<file path="src/rtl/cv_copy_scheduler.sv">
// Copy sequencer around the VRAM-to-VRAM copy state machine: pair cursors, line-end flags,
// a write-back FIFO and arbitration of the single VRAM command port between reads and writes.
module cv_copy_scheduler #(
  parameter int FIFO_LOG2    = 3,
  parameter int STARVE_LIMIT = 4
) (
  input  logic        clk,
  input  logic        nRst,
  input  logic        i_start,
  input  logic [9:0]  i_srcX,
  input  logic [9:0]  i_dstX,
  input  logic [8:0]  i_srcY,
  input  logic [8:0]  i_dstY,
  input  logic [10:0] i_width,
  input  logic [9:0]  i_height,
  output logic        o_active,
  output logic        o_isWidthNot1,
  output logic        o_xb_0,
  output logic        o_wb_0,
  output logic        o_canPush,
  output logic        o_canNearPush,
  output logic        o_endVertical,
  output logic        o_currPairIsLineLast,
  output logic        o_nextPairIsLineLast,
  input  logic        i_read,
  output logic        o_readACK,
  output logic [31:0] o_readData,
  input  logic [2:0]  i_nextX,
  input  logic [2:0]  i_nextY,
  input  logic        i_writeFIFOOut,
  input  logic [31:0] i_wrData,
  input  logic [1:0]  i_wrMask,
  input  logic        i_exitSig,
  output logic        o_memReq,
  output logic        o_memWrite,
  output logic [17:0] o_memAddr,
  output logic [31:0] o_memWData,
  output logic [1:0]  o_memMask,
  input  logic        i_memAck,
  input  logic [31:0] i_memRData,
  output logic        o_done,
  output logic        o_overflow,
  output logic [1:0]  o_dbg_state,
  output logic [8:0]  o_dbg_dst_last
);
  localparam int DEPTH = 1 << FIFO_LOG2;
  localparam int CW = FIFO_LOG2 + 1;
  localparam int SW = $clog2(STARVE_LIMIT + 1);
  localparam logic [CW-1:0] FULL_CNT = CW'(DEPTH);
  localparam logic [CW-1:0] HI_CNT   = CW'(DEPTH - 2);
  localparam logic [CW-1:0] NEAR_CNT = CW'(DEPTH - 3);
  localparam logic [SW-1:0] STREAK_MAX = SW'(STARVE_LIMIT);

  typedef enum logic [1:0] {IDLE = 2'd0, RUN = 2'd1, DRAIN = 2'd2} state_t;
  state_t state;

  logic [8:0]  src_pair, dst_pair, src_y, dst_y, line;
  logic [8:0]  src_first, dst_first, src_last, dst_last;
  logic [9:0]  height;
  logic        width_not1, xb0, wb0;
  logic        read_pending, in_flight, flight_write;
  logic [17:0] read_addr;
  logic [CW-1:0] count;
  logic [FIFO_LOG2-1:0] rd_ptr, wr_ptr;
  logic [SW-1:0] streak;
  logic [17:0] fifo_addr [DEPTH];
  logic [31:0] fifo_data [DEPTH];
  logic [1:0]  fifo_mask [DEPTH];

  logic        run, busy, fifo_empty, fifo_full, push, pop, accept_rd, rd_req, grant_w, grant_r;
  logic [10:0] src_end, dst_end;

  // End pixel needs 11 bits; bits [9:1] give the last pair already wrapped mod 512.
  assign src_end = 11'(i_srcX) + i_width - 11'd1;
  assign dst_end = 11'(i_dstX) + i_width - 11'd1;

  assign run        = (state == RUN);
  assign busy       = (state != IDLE);
  assign fifo_empty = (count == '0);
  assign fifo_full  = (count == FULL_CNT);
  assign push       = i_writeFIFOOut & ~fifo_full;
  assign pop        = in_flight & flight_write & i_memAck;
  assign accept_rd  = run & i_read & ~read_pending;
  // A fresh i_read competes in the same cycle so back-to-back reads stay contiguous.
  assign rd_req     = run & (read_pending | i_read);
  assign grant_w    = ~in_flight & ~fifo_empty &
                      (~rd_req | (count >= HI_CNT) | (streak >= STREAK_MAX));
  assign grant_r    = ~in_flight & ~grant_w & rd_req;

  assign o_active             = run;
  assign o_isWidthNot1        = busy & width_not1;
  assign o_xb_0               = busy & xb0;
  assign o_wb_0               = busy & wb0;
  assign o_canPush            = busy & (count <= HI_CNT);
  assign o_canNearPush        = busy & (count <= NEAR_CNT);
  assign o_endVertical        = busy & ({1'b0, line} == height - 10'd1);
  assign o_currPairIsLineLast = busy & (src_pair == src_last);
  assign o_nextPairIsLineLast = busy & ((src_pair + 9'd1) == src_last);
  assign o_dbg_state          = state;
  assign o_dbg_dst_last       = dst_last;

  function automatic logic [8:0] step_x(input logic [2:0] code, input logic [8:0] cur,
                                        input logic [8:0] first);
    case (code)
      3'd1:    return cur + 9'd1;
      3'd6:    return first;
      default: return cur;
    endcase
  endfunction

  function automatic logic [8:0] step_y(input logic [2:0] code, input logic [8:0] cur);
    return (code == 3'd4) ? cur + 9'd1 : cur;
  endfunction

  always_ff @(posedge clk) begin
    if (push) begin
      fifo_addr[wr_ptr] <= {dst_y, dst_pair};
      fifo_data[wr_ptr] <= i_wrData;
      fifo_mask[wr_ptr] <= i_wrMask;
    end
  end

  always_ff @(posedge clk) begin
    if (!nRst) begin
      state <= IDLE;
      src_pair <= '0; dst_pair <= '0; src_y <= '0; dst_y <= '0; line <= '0;
      src_first <= '0; dst_first <= '0; src_last <= '0; dst_last <= '0;
      height <= '0; width_not1 <= 1'b0; xb0 <= 1'b0; wb0 <= 1'b0;
      read_pending <= 1'b0; read_addr <= '0; in_flight <= 1'b0; flight_write <= 1'b0;
      count <= '0; rd_ptr <= '0; wr_ptr <= '0; streak <= '0;
      o_readACK <= 1'b0; o_readData <= '0; o_memReq <= 1'b0; o_memWrite <= 1'b0;
      o_memAddr <= '0; o_memWData <= '0; o_memMask <= '0; o_done <= 1'b0; o_overflow <= 1'b0;
    end else begin
      o_done    <= 1'b0;
      o_readACK <= 1'b0;
      case (state)
        IDLE: if (i_start) begin
          src_first  <= i_srcX[9:1];
          dst_first  <= i_dstX[9:1];
          src_last   <= src_end[9:1];
          dst_last   <= dst_end[9:1];
          src_pair   <= i_srcX[9:1];
          dst_pair   <= i_dstX[9:1];
          src_y      <= i_srcY;
          dst_y      <= i_dstY;
          line       <= '0;
          height     <= i_height;
          width_not1 <= (i_width != 11'd1);
          xb0        <= i_srcX[0];
          wb0        <= i_width[0];
          state      <= RUN;
        end
        RUN: begin
          src_pair <= step_x(i_nextX, src_pair, src_first);
          src_y    <= step_y(i_nextY, src_y);
          line     <= step_y(i_nextY, line);
          if (i_writeFIFOOut) begin
            dst_pair <= step_x(i_nextX, dst_pair, dst_first);
            dst_y    <= step_y(i_nextY, dst_y);
          end
          if (i_exitSig) state <= DRAIN;
        end
        DRAIN: if (fifo_empty && !in_flight) begin
          state        <= IDLE;
          o_done       <= 1'b1;
          read_pending <= 1'b0;
        end
        default: state <= IDLE;
      endcase

      if (accept_rd) begin
        read_pending <= 1'b1;
        read_addr    <= {src_y, src_pair};
      end

      if (grant_w) begin
        in_flight    <= 1'b1;
        flight_write <= 1'b1;
        o_memReq     <= 1'b1;
        o_memWrite   <= 1'b1;
        o_memAddr    <= fifo_addr[rd_ptr];
        o_memWData   <= fifo_data[rd_ptr];
        o_memMask    <= fifo_mask[rd_ptr];
        streak       <= '0;
      end else if (grant_r) begin
        in_flight    <= 1'b1;
        flight_write <= 1'b0;
        o_memReq     <= 1'b1;
        o_memWrite   <= 1'b0;
        o_memAddr    <= read_pending ? read_addr : {src_y, src_pair};
        o_memWData   <= '0;
        o_memMask    <= '0;
        if (streak < STREAK_MAX) streak <= streak + SW'(1);
      end else if (in_flight && i_memAck) begin
        in_flight  <= 1'b0;
        o_memReq   <= 1'b0;
        o_memWrite <= 1'b0;
        if (!flight_write) begin
          read_pending <= 1'b0;
          o_readData   <= i_memRData;
          o_readACK    <= 1'b1;
        end
      end
      if (fifo_empty) streak <= '0;

      if (push) wr_ptr <= wr_ptr + FIFO_LOG2'(1);
      if (pop)  rd_ptr <= rd_ptr + FIFO_LOG2'(1);
      case ({push, pop})
        2'b10:   count <= count + CW'(1);
        2'b01:   count <= count - CW'(1);
        default: ;
      endcase
      if (i_writeFIFOOut && fifo_full) o_overflow <= 1'b1;
    end
  end
endmodule

</file>
<file path="config.mk">
export PLATFORM = sky130hd
export DESIGN_NAME = cv_copy_scheduler
export DESIGN_NICKNAME = d
export VERILOG_FILES = /design/src/rtl/cv_copy_scheduler.sv
export SDC_FILE = /design/constraint.sdc
export NUM_CORES = 1
export LEC_CHECK = 0
export CAP_MARGIN = 20
export CORE_MARGIN = 3
export CORE_UTILIZATION = 57
export DETAILED_ROUTE_END_ITERATION = 10
export PLACE_DENSITY_LB_ADDON = 0.12
export REMOVE_ABC_BUFFERS = 1
export SYNTH_ARGS = -nofsm -noshare
export SYNTH_HDL_FRONTEND = slang
export SYNTH_SLANG_ARGS = --single-unit
</file>
<file path="constraint.sdc">
create_clock -name clk -period 7.22 [get_ports clk]
set_clock_uncertainty 0.05 [all_clocks]
set_input_delay 1.444 -clock clk [delete_from_list [all_inputs] [get_ports clk]]
set_output_delay 1.444 -clock clk [all_outputs]
set_load 0.05 [all_outputs]
</file>
==> summary.md, run 1 <==
| Metric | Value |
|---|---|
| CTS buffer count | `66` |
| Initial antenna violation count | `0` |
| RSZ-0062 raised after global routing | `no` |
| Final setup violation count | `0` |
| Worst setup margin | `2.040 ns` |
| Routed Antenna Nets | `0` |
| CP required | `5.73 ns` |
| Antenna diode count | `0` |
| Seq/Total Area, Yosys | `63.64%` |
| Drt pass-1 iters | `5` |
| Commonest non-fill, non-tap cells in the layout | `416 x edfxtp_1, 277 x nand2_1, 245 x clkdlybuf4s50_1` |
| Die Y | `221.9 um` |
| Worst skew pair latency | `0.58 ns` |
| Fmax | `0.1931 GHz` |
| Vias in the first global route | `17093` |
| Via/cell ratio | `5.891` |
| Synth-to-layout area growth | `19.87%` |
| Synth area leaders | `edfxtp_1 47%, dfxtp_1 17%, mux4_2 8.8%` |
| Worst Hold Class | `reg2reg` |
| Leakage Power | `10.68 nW` |
| Final GP Congestion | `0.8502` |
| TritonCTS clock tree | `done` |
| Sum of buffers and inverters on the critical path | `1` |
| Dpl ws | `2.292 ns` |
| Worst EP arrival | `3.69 ns` |
| Max_cap viols | `0` |
| Vias | `16802` |
| Die area | `49260 um^2` |
| Max stage delay on crit path | `0.93 ns` |
| # DRC | `0` |
| Crit Path Category | `reg2out` |
| Hold path cells | `2` |
| Mapped Cells | `1970` |
| Initial Utilization | `58.19%` |
| Critical path peak fanout | `8` |
| Crit start category | `flop` |
| Pin count of the biggest net entering global routing | `71` |
| Post-CTS setup buffers | `0` |
| Final-report hold violation count | `0` |
| Worst slew pin tran | `1.130 ns` |
| Post-synth EDFFs | `416` |
| Synth warn | `0` |
| Final worst-path cycle share | `71.74%` |
| Share of layout cells above drive strength 1 | `12.34%` |
| Main synth FF type | `edfxtp_1` |
| Gr usage total | `24.71%` |
| GRT overflow | `0` |
| Post-CTS Resized | `0` |
| CP Capture Type | `output port` |
| Fin nets | `2383` |
| Final core occ | `69.76%` |
| Crit path max-delay family | `simple AND/OR/NAND/NOR gates` |
| H-tree depth | `3` |
| Clk sink count | `637` |
| Critical path, cell by cell | `ha_1 > nand3_1 > nor3_1 > xnor2_1 > nor4_1 > clkdlybuf4s50_1` |
| Setup TNS | `0 ns` |
| Synth Area per Inst | `13.49 um^2` |
| IO Port Bufs | `246` |
| Outcome | `complete, no violations` |
| Routed len/inst | `21.36 um` |
| CP Depth | `6` |
| Core Area | `45670 um^2` |
| Min cycle time layout | `5.180 ns` |
| Worst-path clk slew | `0.06 ns` |
| Die X | `221.9 um` |
| Mapped Area | `26580 um^2` |
| Power Density | `275.9 nW/um^2` |
| Max-slew headroom | `24.67%` |
| Post-synth top area share | `47.00%` |
| Final hold slack | `0.3993 ns` |
| Cell area after layout | `31860 um^2` |
| DRT iter0 DRCs | `1258` |
| Yosys top cell by area | `edfxtp_1` |
| Dpl hpwl | `38.55 mm` |
| Clock Tree Buf Depth | `3` |
| Final max-slew violation count | `0` |
| Std-Cell Rows | `78` |
| Hold Buf Count CTS | `0` |
| Yosys cell types | `69` |
| Global-route wire length before repair | `96.53 mm` |
| Drt total wl | `60.93 mm` |
| Critical-path top delay cell | `clkdlybuf4s50_1` |
| R2R cell count | `8` |
| Max IR drop VDD | `0.1786 mV` |
| Most common cell after layout, fill and taps aside | `edfxtp_1` |
| Yosys reg bits | `637` |
| Root Driver | `clkbuf_16` |
| Dpl cell area | `29610 um^2` |
| Synth async-reset ratio | `0%` |
| Top-Level Pins | `247` |
## tightest hold or removal path, cell delays in order (launching register included)
cell and delay (ns):
dfxtp_1 0.32, nand2_1 0.04, o21ai_0 0.05
## routing by layer
metal | up-vias | part of all wire [%] | global-route usage, %
li1 | 7790 | - | -
met1 | 8365 | 43 | 34.17
met2 | 549 | 48 | 40.47
met3 | 98 | 6.3 | 4.449
met4 | 0 | 2.5 | 7.595
met5 | - | 0 | 0
## flip-flops by register name, indices dropped and copies added (netlist names), 10 cells and up, named ones only
| signal | count |
|---|---|
| fifo_addr | 144 |
| fifo_data | 256 |
| fifo_mask | 16 |
| height | 10 |
| o_memAddr | 18 |
| o_memWData | 32 |
| o_readData | 32 |
| read_addr | 18 |
## final cells by class
class                   count  area (um^2)
clock buffers              85         1764
clock inverters            37        464.2
fillers                  3149        13810
inverters                  68        255.2
multi-input cells        1149         8970
flip-flops and latches    637        16930
well taps                 600        750.7
repair buffers            276         2730
## power by group
part	switching, mW	total [mW]	internal (mW)
Combinational	0.674	1.10	0.430
Clock	1.39	3.49	2.10
Sequential	0.143	4.20	4.06
Total	2.21	8.79	6.59
## stage by stage
| stage | std cells | power (mW) |
|---|---|---|
| after global routing | 2852 | 9.110 |
| after global placement | 2726 | 5.348 |
| after floorplan | 1854 | 4.935 |
| after CTS | 2850 | 8.859 |
| final | 2852 | 8.792 |
| after detailed placement | 2728 | 5.379 |
## final timing paths
kind                               startpoint                          end  slack (ns)
setup / recovery     src_pair[0]$_SDFFE_PN0P_         o_nextPairIsLineLast        2.04
hold / removal    o_memWData[27]$_SDFFE_PN0P_  o_memWData[27]$_SDFFE_PN0P_        0.40
setup reg to reg  o_dbg_state[0]$_SDFFE_PN0P_    o_memAddr[1]$_SDFFE_PN0P_        3.70
hold reg to reg   o_memWData[27]$_SDFFE_PN0P_  o_memWData[27]$_SDFFE_PN0P_        0.40
## Yosys cell counts, types with 4 or more instances
cell and n:
o21ai_0 96, nand4_1 18, o211ai_1 6, or2_2 4, nor2_1 73, a311oi_1 7, xnor2_1 38, xor2_1 19
and2_1 15, a21oi_1 58, edfxtp_1 416, nand3_1 44, a211oi_1 18, o21bai_1 4, nand2_1 277, mux4_2 104
a21boi_0 82, buf_1 7, o31ai_1 6, nor4_1 7, a221o_1 20, nor3_1 20, dfxtp_1 221, nor2b_1 9
mux2_2 16, nor3b_1 11, nand3b_1 4, clkbuf_1 71, a21o_1 11, mux2i_1 59, nand2b_1 5, ha_1 44
buf_2 31, or3_1 6, and3_1 10, a31oi_1 15, inv_1 67, buf_4 6
## logic make-up after synthesis
| group | count (synthesis) | synth area share, % |
|---|---|---|
| AOI/OAI and AO/OA | 343 | 8.539 |
| xor gates and xnor gates | 57 | 1.878 |
| adders and majority gates | 47 | 2.297 |
| buffers and inverters | 184 | 2.857 |
| DFF | 637 | 63.64 |
| muxes | 179 | 11.71 |
| and+or+nand+nor | 523 | 9.071 |
Power figures use the tool's default switching activity.
==> run 2: changes to the inputs <==
--- a/config.mk
+++ b/config.mk
@@ -7,7 +7,7 @@
 export LEC_CHECK = 0
 export CAP_MARGIN = 20
 export CORE_MARGIN = 3
-export CORE_UTILIZATION = 57
+export CORE_UTILIZATION = 52
 export DETAILED_ROUTE_END_ITERATION = 10
 export PLACE_DENSITY_LB_ADDON = 0.12
 export REMOVE_ABC_BUFFERS = 1
==> constraint.sdc (replaced) <==
create_clock -name clk -period 4.41 [get_ports clk]
set_clock_uncertainty 0.05 [all_clocks]
set_input_delay 0.882 -clock clk [delete_from_list [all_inputs] [get_ports clk]]
set_output_delay 0.882 -clock clk [all_outputs]
set_load 0.05 [all_outputs]
==> summary.md, run 2 (synthesized netlist as in run 1, its figures left out) <==
| Metric | Value |
|---|---|
| Vias | `16755 (-0.28%)` |
| GR Util met3 | `4.686% (+0.24 points)` |
| Critical path, cell by cell | `ha_1 > nand3_1 > nor3_1 > xnor2_1 > nor4_1 > dlygate4sd2_1` |
| Initial antenna violation count | `0 (unchanged)` |
| Root Driver | `clkbuf_16` |
| Top-Level Pins | `247 (unchanged)` |
| Global-route wire length before repair | `95.77 mm (-0.79%)` |
| Initial Utilization | `52.76% (-5.4 points)` |
| Commonest non-fill, non-tap cells in the layout | `416 x edfxtp_1, 277 x nand2_1, 244 x clkdlybuf4s50_1` |
| Share of layout cells above drive strength 1 | `13.33% (+0.99 points)` |
| Worst-path clk slew | `0.06 ns (about the same)` |
| Worst r2r src | `count[2]$_SDFFE_PN0P_` |
| Sw Ratio | `25.26% (+0.16 points)` |
| Seq pwr share | `48.0% (+0.2 points)` |
| Setup TNS | `0 ns (unchanged)` |
| Clk sink count | `637 (unchanged)` |
| # DRC | `0 (unchanged)` |
| Critical-path top delay cell | `dlygate4sd2_1` |
| Final worst-path cycle share | `94.65%` |
| Post-Place Cells | `2815 (+3.2%)` |
| Final-report hold violation count | `0 (unchanged)` |
| Crit Path Category | `reg2out` |
| TritonCTS clock tree | `done` |
| Most Crowded Layer GR | `met2` |
| Worst Hold End | `o_memWData[5]$_SDFFE_PN0P_` |
| Leakage Power | `10.80 nW (+1.1%)` |
| Comb power frac | `12.8% (+0.2 points)` |
| Synth-to-layout area growth | `20.66%` |
| RSZ-0062 raised after global routing | `no` |
| Dpl hpwl | `38.49 mm (-0.15%)` |
| CP required | `3.48 ns (-2.25 ns)` |
| Worst Hold Class | `reg2reg` |
| Max_cap viols | `0 (unchanged)` |
| Final max-slew violation count | `0 (unchanged)` |
| Min cycle time layout | `4.174 ns` |
| Max reg flops | `256 (unchanged)` |
| Hold Path Origin | `o_memWData[5]$_SDFFE_PN0P_` |
| Core Area | `50380 um^2 (+10%)` |
| Critical path peak fanout | `8 (unchanged)` |
| Fmax | `0.2396 GHz` |
| IO Port Bufs | `246 (unchanged)` |
| Gr usage total | `22.94% (-1.8 points)` |
| Max-slew headroom | `38.94% (+14 points)` |
| Drt pass-1 iters | `5 (unchanged)` |
| Die X | `232.1 um (+4.6%)` |
| Via/cell ratio | `5.703 (-3.2%)` |
| Most common cell after layout, fill and taps aside | `edfxtp_1` |
| Pin count of the biggest net entering global routing | `53 (-25%)` |
| DRT iter0 DRCs | `1139 (-9.5%)` |
| Routed len/inst | `20.88 um (-2.3%)` |
| Final GP Congestion | `0.8714 (+2.5%)` |
| Power Density | `446.5 nW/um^2 (+62%)` |
| Die Y | `232.1 um (+4.6%)` |
| Crit path max-delay family | `simple AND/OR/NAND/NOR gates` |
| Final setup violation count | `0 (unchanged)` |
| Worst skew pair latency | `0.59 ns (about the same)` |
| Reg2Reg Setup Slack | `1.50 ns (-2.20 ns)` |
| Int Pwr | `10.70 mW (+62%)` |
| Std-Cell Rows | `82 (+5.1%)` |
| GR Util met1 | `30.74% (-3.4 points)` |
| Clock Tree Buf Depth | `3 (unchanged)` |
| Worst reg2reg path endpoint | `count[3]$_SDFFE_PN0P_` |
| Vias in the first global route | `16878 (-1.3%)` |
| Post-CTS setup buffers | `0 (unchanged)` |
| Top flop regs | `fifo_data (256), fifo_addr (144)` |
| Biggest register | `fifo_data` |
| M2 GR Usage | `38.63% (-1.8 points)` |
| Fin nets | `2397 (+0.59%)` |
| Layout Cells excl Fill | `2938 (+3.0%)` |
| Clock power frac | `39.2% (-0.5 points)` |
| Die area | `53860 um^2 (+9.4%)` |
| CP Capture Type | `output port` |
| H-tree depth | `3 (unchanged)` |
| Sum of buffers and inverters on the critical path | `1 (unchanged)` |
| Drt total wl | `61.35 mm (+0.69%)` |
| Crit start category | `flop` |
| R2R cell count | `10 (+2)` |
| Outcome | `complete, no violations` |
| Worst slew pin tran | `0.9136 ns (-0.2163 ns)` |
| Switching pwr | `3.616 mW (+64%)` |
| Fillcell total | `3795 (+21%)` |
| Hold path cells | `2 (unchanged)` |
| Max IR drop VDD | `0.2880 mV (+61%)` |
| GRT overflow | `0 (unchanged)` |
| Worst EP arrival | `3.24 ns (-0.45 ns)` |
| Max stage delay on crit path | `0.60 ns (-0.33 ns)` |
| Routed Antenna Nets | `0 (unchanged)` |
| CTS buffer count | `67 (+1.5%)` |
==> run 2: layout make-up <==
cell class	count	area [um^2]	area share (%)
Multi-Input combinational cell	1149	8970	27.97
Clock buffer	93	1947	6.071
Clock inverter	29	282.8	0.8817
Timing Repair Buffer	289	2844	8.868
Tap cell	672	840.8	2.622
Antenna cell	1	2.502	0.007803
Inverter	68	255.2	0.7959
Sequential cell	637	16930	52.78
==> run 2: power by group through the flow <==
stage,clock network (mW),logic [mW],registers (mW)
finish,5.61,1.83,6.87
global route,5.95,1.98,6.91
CTS,5.73,1.85,6.87
detailed placement,0,1.84,7.00
global placement,0,1.82,6.98
floorplan,0,0.779,7.30
==> run 2: what timing repair did <==
action                     4_1_cts  5_1_grt
setup endpoints to repair        1        0
hold buffers                     0        0
resized for setup                1        0
==> run 2: routing by layer <==
metal  part of all wire (%)  routed length [um]
met5                      0                   0
met3                    5.9                3640
met1                     43               26180
met2                     50               30390
met4                    1.9                1143
==> run 2: worst max-delay path by stage <==
stage / cells past startpoint / slack (ns) / start / endpoint
6_report: 6 / 0.24 / src_pair[0]$_SDFFE_PN0P_ / o_nextPairIsLineLast
5_1_grt: 6 / 0.07 / height[0]$_SDFFE_PN0P_ / o_endVertical
4_1_cts: 6 / 0.18 / height[0]$_SDFFE_PN0P_ / o_endVertical
3_5_place_dp: 6 / 0.65 / src_pair[0]$_SDFFE_PN0P_ / o_nextPairIsLineLast
3_3_place_gp: 6 / 0.69 / src_pair[0]$_SDFFE_PN0P_ / o_nextPairIsLineLast
2_1_floorplan: 4 / -1.20 / flop / o_memAddr[0]$_SDFFE_PN0P_
==> run 2: per-stage QoR <==
step | cell area, um^2 | power [mW] | setup WS, ns | utilization [%] | hold WS (ns)
final | 32070 | 14.32 | 0.2360 | 63.66 | 0.3988
after floorplan | 26080 | 8.080 | -1.196 | - | 0.3888
after global routing | 32070 | 14.84 | 0.07400 | 63.66 | 0.4190
after detailed placement | 29840 | 8.838 | 0.6518 | 59.23 | 0.3916
after CTS | 32070 | 14.46 | 0.1835 | 63.66 | 0.4059
after global placement | 29840 | 8.799 | 0.6934 | 59.23 | 0.3826
==> run 2: tightest hold or removal path, delay by kind of cell (launching register included) <==
family	cells	cell delay, ns
flip-flops	1	0.32
AO/OA/AOI/OAI	1	0.05
AND/OR/NAND/NOR	1	0.04
==> run 3: changes to the inputs <==
--- a/config.mk
+++ b/config.mk
@@ -5,9 +5,9 @@
 export SDC_FILE = /design/constraint.sdc
 export NUM_CORES = 1
 export LEC_CHECK = 0
-export CAP_MARGIN = 20
 export CORE_MARGIN = 3
 export CORE_UTILIZATION = 52
+export CTS_CLUSTER_DIAMETER = 60
 export DETAILED_ROUTE_END_ITERATION = 10
 export PLACE_DENSITY_LB_ADDON = 0.12
 export REMOVE_ABC_BUFFERS = 1
==> summary.md, run 3 (synthesized netlist as in run 1, its figures left out) <==
| Metric | Value |
|---|---|
| Worst EP arrival | `3.24 ns (about the same)` |
| Dpl hpwl | `38.49 mm (unchanged)` |
| Worst Hold End | `o_memWData[5]$_SDFFE_PN0P_` |
| Max IR drop VDD | `0.2649 mV (-8.1%)` |
| Routed Antenna Nets | `0 (unchanged)` |
| Worst reg2reg path endpoint | `count[3]$_SDFFE_PN0P_` |
| Sw Ratio | `25.65% (+0.39 points)` |
| Fin nets | `2397 (unchanged)` |
| Power Total | `14.11 mW (-1.5%)` |
| Worst skew pair latency | `0.60 ns (about the same)` |
| Crit path max-delay family | `simple AND/OR/NAND/NOR gates` |
| Clk sink count | `637 (unchanged)` |
| Fmax | `0.2397 GHz (about the same)` |
| Critical path peak fanout | `5 (-3)` |
| Die area | `53860 um^2 (unchanged)` |
| CP Capture Type | `output port` |
| Critical-path top delay cell | `clkdlybuf4s50_1` |
| Crit Path Category | `reg2out` |
| Outcome | `complete, no violations` |
| Hold Path Origin | `o_memWData[5]$_SDFFE_PN0P_` |
| Final worst-path cycle share | `94.62% (about the same)` |
| Std-Cell Rows | `82 (unchanged)` |
| GRT overflow | `0 (unchanged)` |
| # DRC | `0 (unchanged)` |
| CP Depth | `6 (unchanged)` |
| Clock Tree Buf Depth | `3 (unchanged)` |
| Drt pass-1 iters | `6 (+1)` |
| Int Pwr | `10.49 mW (-2.0%)` |
| Crit start category | `flop` |
| Initial Utilization | `52.76% (unchanged)` |
| Share of layout cells above drive strength 1 | `13.15% (-0.18 points)` |
| Worst r2r src | `count[2]$_SDFFE_PN0P_` |
| Critical path, cell by cell | `nor4_4 > and3_1 > a211oi_1 > or3b_1 > a2111oi_2 > clkdlybuf4s50_1` |
| Switching pwr | `3.619 mW (about the same)` |
| H-tree depth | `3 (unchanged)` |
| Comb power frac | `13.0% (+0.2 points)` |
| Min cycle time layout | `4.173 ns (-0.001437 ns)` |
| Core Area | `50380 um^2 (unchanged)` |
| Setup TNS | `0 ns (unchanged)` |
| Most common cell after layout, fill and taps aside | `edfxtp_1` |
| Max reg flops | `256 (unchanged)` |
| Top flop regs | `fifo_data (256), fifo_addr (144)` |
| Worst-path clk slew | `0.06 ns (about the same)` |
| Hold path cells | `2 (unchanged)` |
| Final setup violation count | `0 (unchanged)` |
| Worst slew pin tran | `0.9062 ns (-0.007384 ns)` |
| Antenna diode count | `0 (-1)` |
| Synth-to-layout area growth | `20.21%` |
| Die X | `232.1 um (unchanged)` |
| CTS buffer count | `67 (unchanged)` |
| Max stage delay on crit path | `0.89 ns (+0.29 ns)` |
| Via/cell ratio | `5.712 (+0.17%)` |
| Leakage Power | `10.73 nW (-0.60%)` |
| Vias in the first global route | `16806 (-0.43%)` |
| Sum of buffers and inverters on the critical path | `1 (unchanged)` |
| Reg2Reg Setup Slack | `1.49 ns (about the same)` |
| Vias | `16783 (+0.17%)` |
| R2R cell count | `10 (unchanged)` |
| CP required | `3.48 ns (about the same)` |
| Final hold slack | `0.3990 ns (+0.0001570 ns)` |
| Pin count of the biggest net entering global routing | `53 (unchanged)` |
| Die Y | `232.1 um (unchanged)` |
| Max_cap viols | `0 (unchanged)` |
| Global-route wire length before repair | `95.78 mm (about the same)` |
| Biggest register | `fifo_data` |
| Final-report hold violation count | `0 (unchanged)` |
| RSZ-0062 raised after global routing | `no` |
| Worst Hold Class | `reg2reg` |
| Final GP Congestion | `0.8714 (unchanged)` |
| Routed len/inst | `20.89 um (about the same)` |
| Commonest non-fill, non-tap cells in the layout | `416 x edfxtp_1, 277 x nand2_1, 244 x clkdlybuf4s50_1` |
| Final max-slew violation count | `0 (unchanged)` |
| Gr usage total | `22.99% (+0.049 points)` |
| Initial antenna violation count | `0 (unchanged)` |
| TritonCTS clock tree | `done` |
| Root Driver | `clkbuf_16` |
| Power Density | `441.5 nW/um^2 (-1.1%)` |
| Post-Place Cells | `2815 (unchanged)` |
| Drt total wl | `61.38 mm (about the same)` |
| Seq pwr share | `48.7% (+0.7 points)` |
| Clock power frac | `38.3% (-0.9 points)` |
| DRT iter0 DRCs | `1135 (-0.35%)` |
| Layout Cells excl Fill | `2938 (unchanged)` |
| IO Port Bufs | `246 (unchanged)` |
| Max-slew headroom | `39.44% (+0.49 points)` |
| Top-Level Pins | `247 (unchanged)` |
## run 3: how the worst max path moves through the flow
stage                                   from                         to
global placement    src_pair[0]$_SDFFE_PN0P_       o_nextPairIsLineLast
detailed placement  src_pair[0]$_SDFFE_PN0P_       o_nextPairIsLineLast
CTS                   height[0]$_SDFFE_PN0P_              o_endVertical
global route          height[0]$_SDFFE_PN0P_              o_endVertical
finish                height[0]$_SDFFE_PN0P_              o_endVertical
floorplan                               flop  o_memAddr[0]$_SDFFE_PN0P_
## run 3: per-stage QoR
step	instance area [um^2]	utilization [%]	worst slack [ns]
after CTS	31950	63.43	0.1854
after floorplan	26080	-	-1.196
final	31950	63.43	0.2375
after detailed placement	29840	59.23	0.6518
after global placement	29840	59.23	0.6934
after global routing	31950	63.43	0.08591
## run 3: area by class of cell
class	count	area [um^2]
clock buffer	84	1780
clock inverter	39	334.1
fill	3820	18420
inverter	68	255.2
multi-input combinational	1149	8970
sequential	637	16930
tap	672	840.8
timing repair buffer	289	2844
## run 3: worst min-delay path, cell delays in order (launching register included)
cell     delay [ns]
dfxtp_1        0.32
nand2_1        0.04
o21ai_0        0.05
## run 3: what timing repair did
action | 4_1_cts | 5_1_grt
endpoints found under the hold margin | 0 | 0
buffers inserted | 0 | 0
resized for setup | 1 | 0
endpoints found under the setup margin | 1 | 0
hold buffers | 0 | 0
## run 3: power groups by stage
stage	clock [mW]	sequential (mW)	combinational, mW
floorplan	0	7.30	0.779
global placement	0	6.98	1.82
detailed placement	0	7.00	1.84
CTS	5.54	6.87	1.85
global route	5.77	6.91	1.98
finish	5.40	6.87	1.83
## run 3: layer usage
| layer | track usage (%) | share of wire [%] | vias up | wire length (um) |
|---|---|---|---|---|
| met1 | 30.94 | 43 | 8436 | 26400 |
| li1 | - | - | 7824 | - |
| met4 | 6.352 | 1.8 | 0 | 1095 |
| met2 | 38.43 | 50 | 441 | 30520 |
| met3 | 4.465 | 5.5 | 82 | 3368 |
| met5 | 0 | 0 | - | 0 |
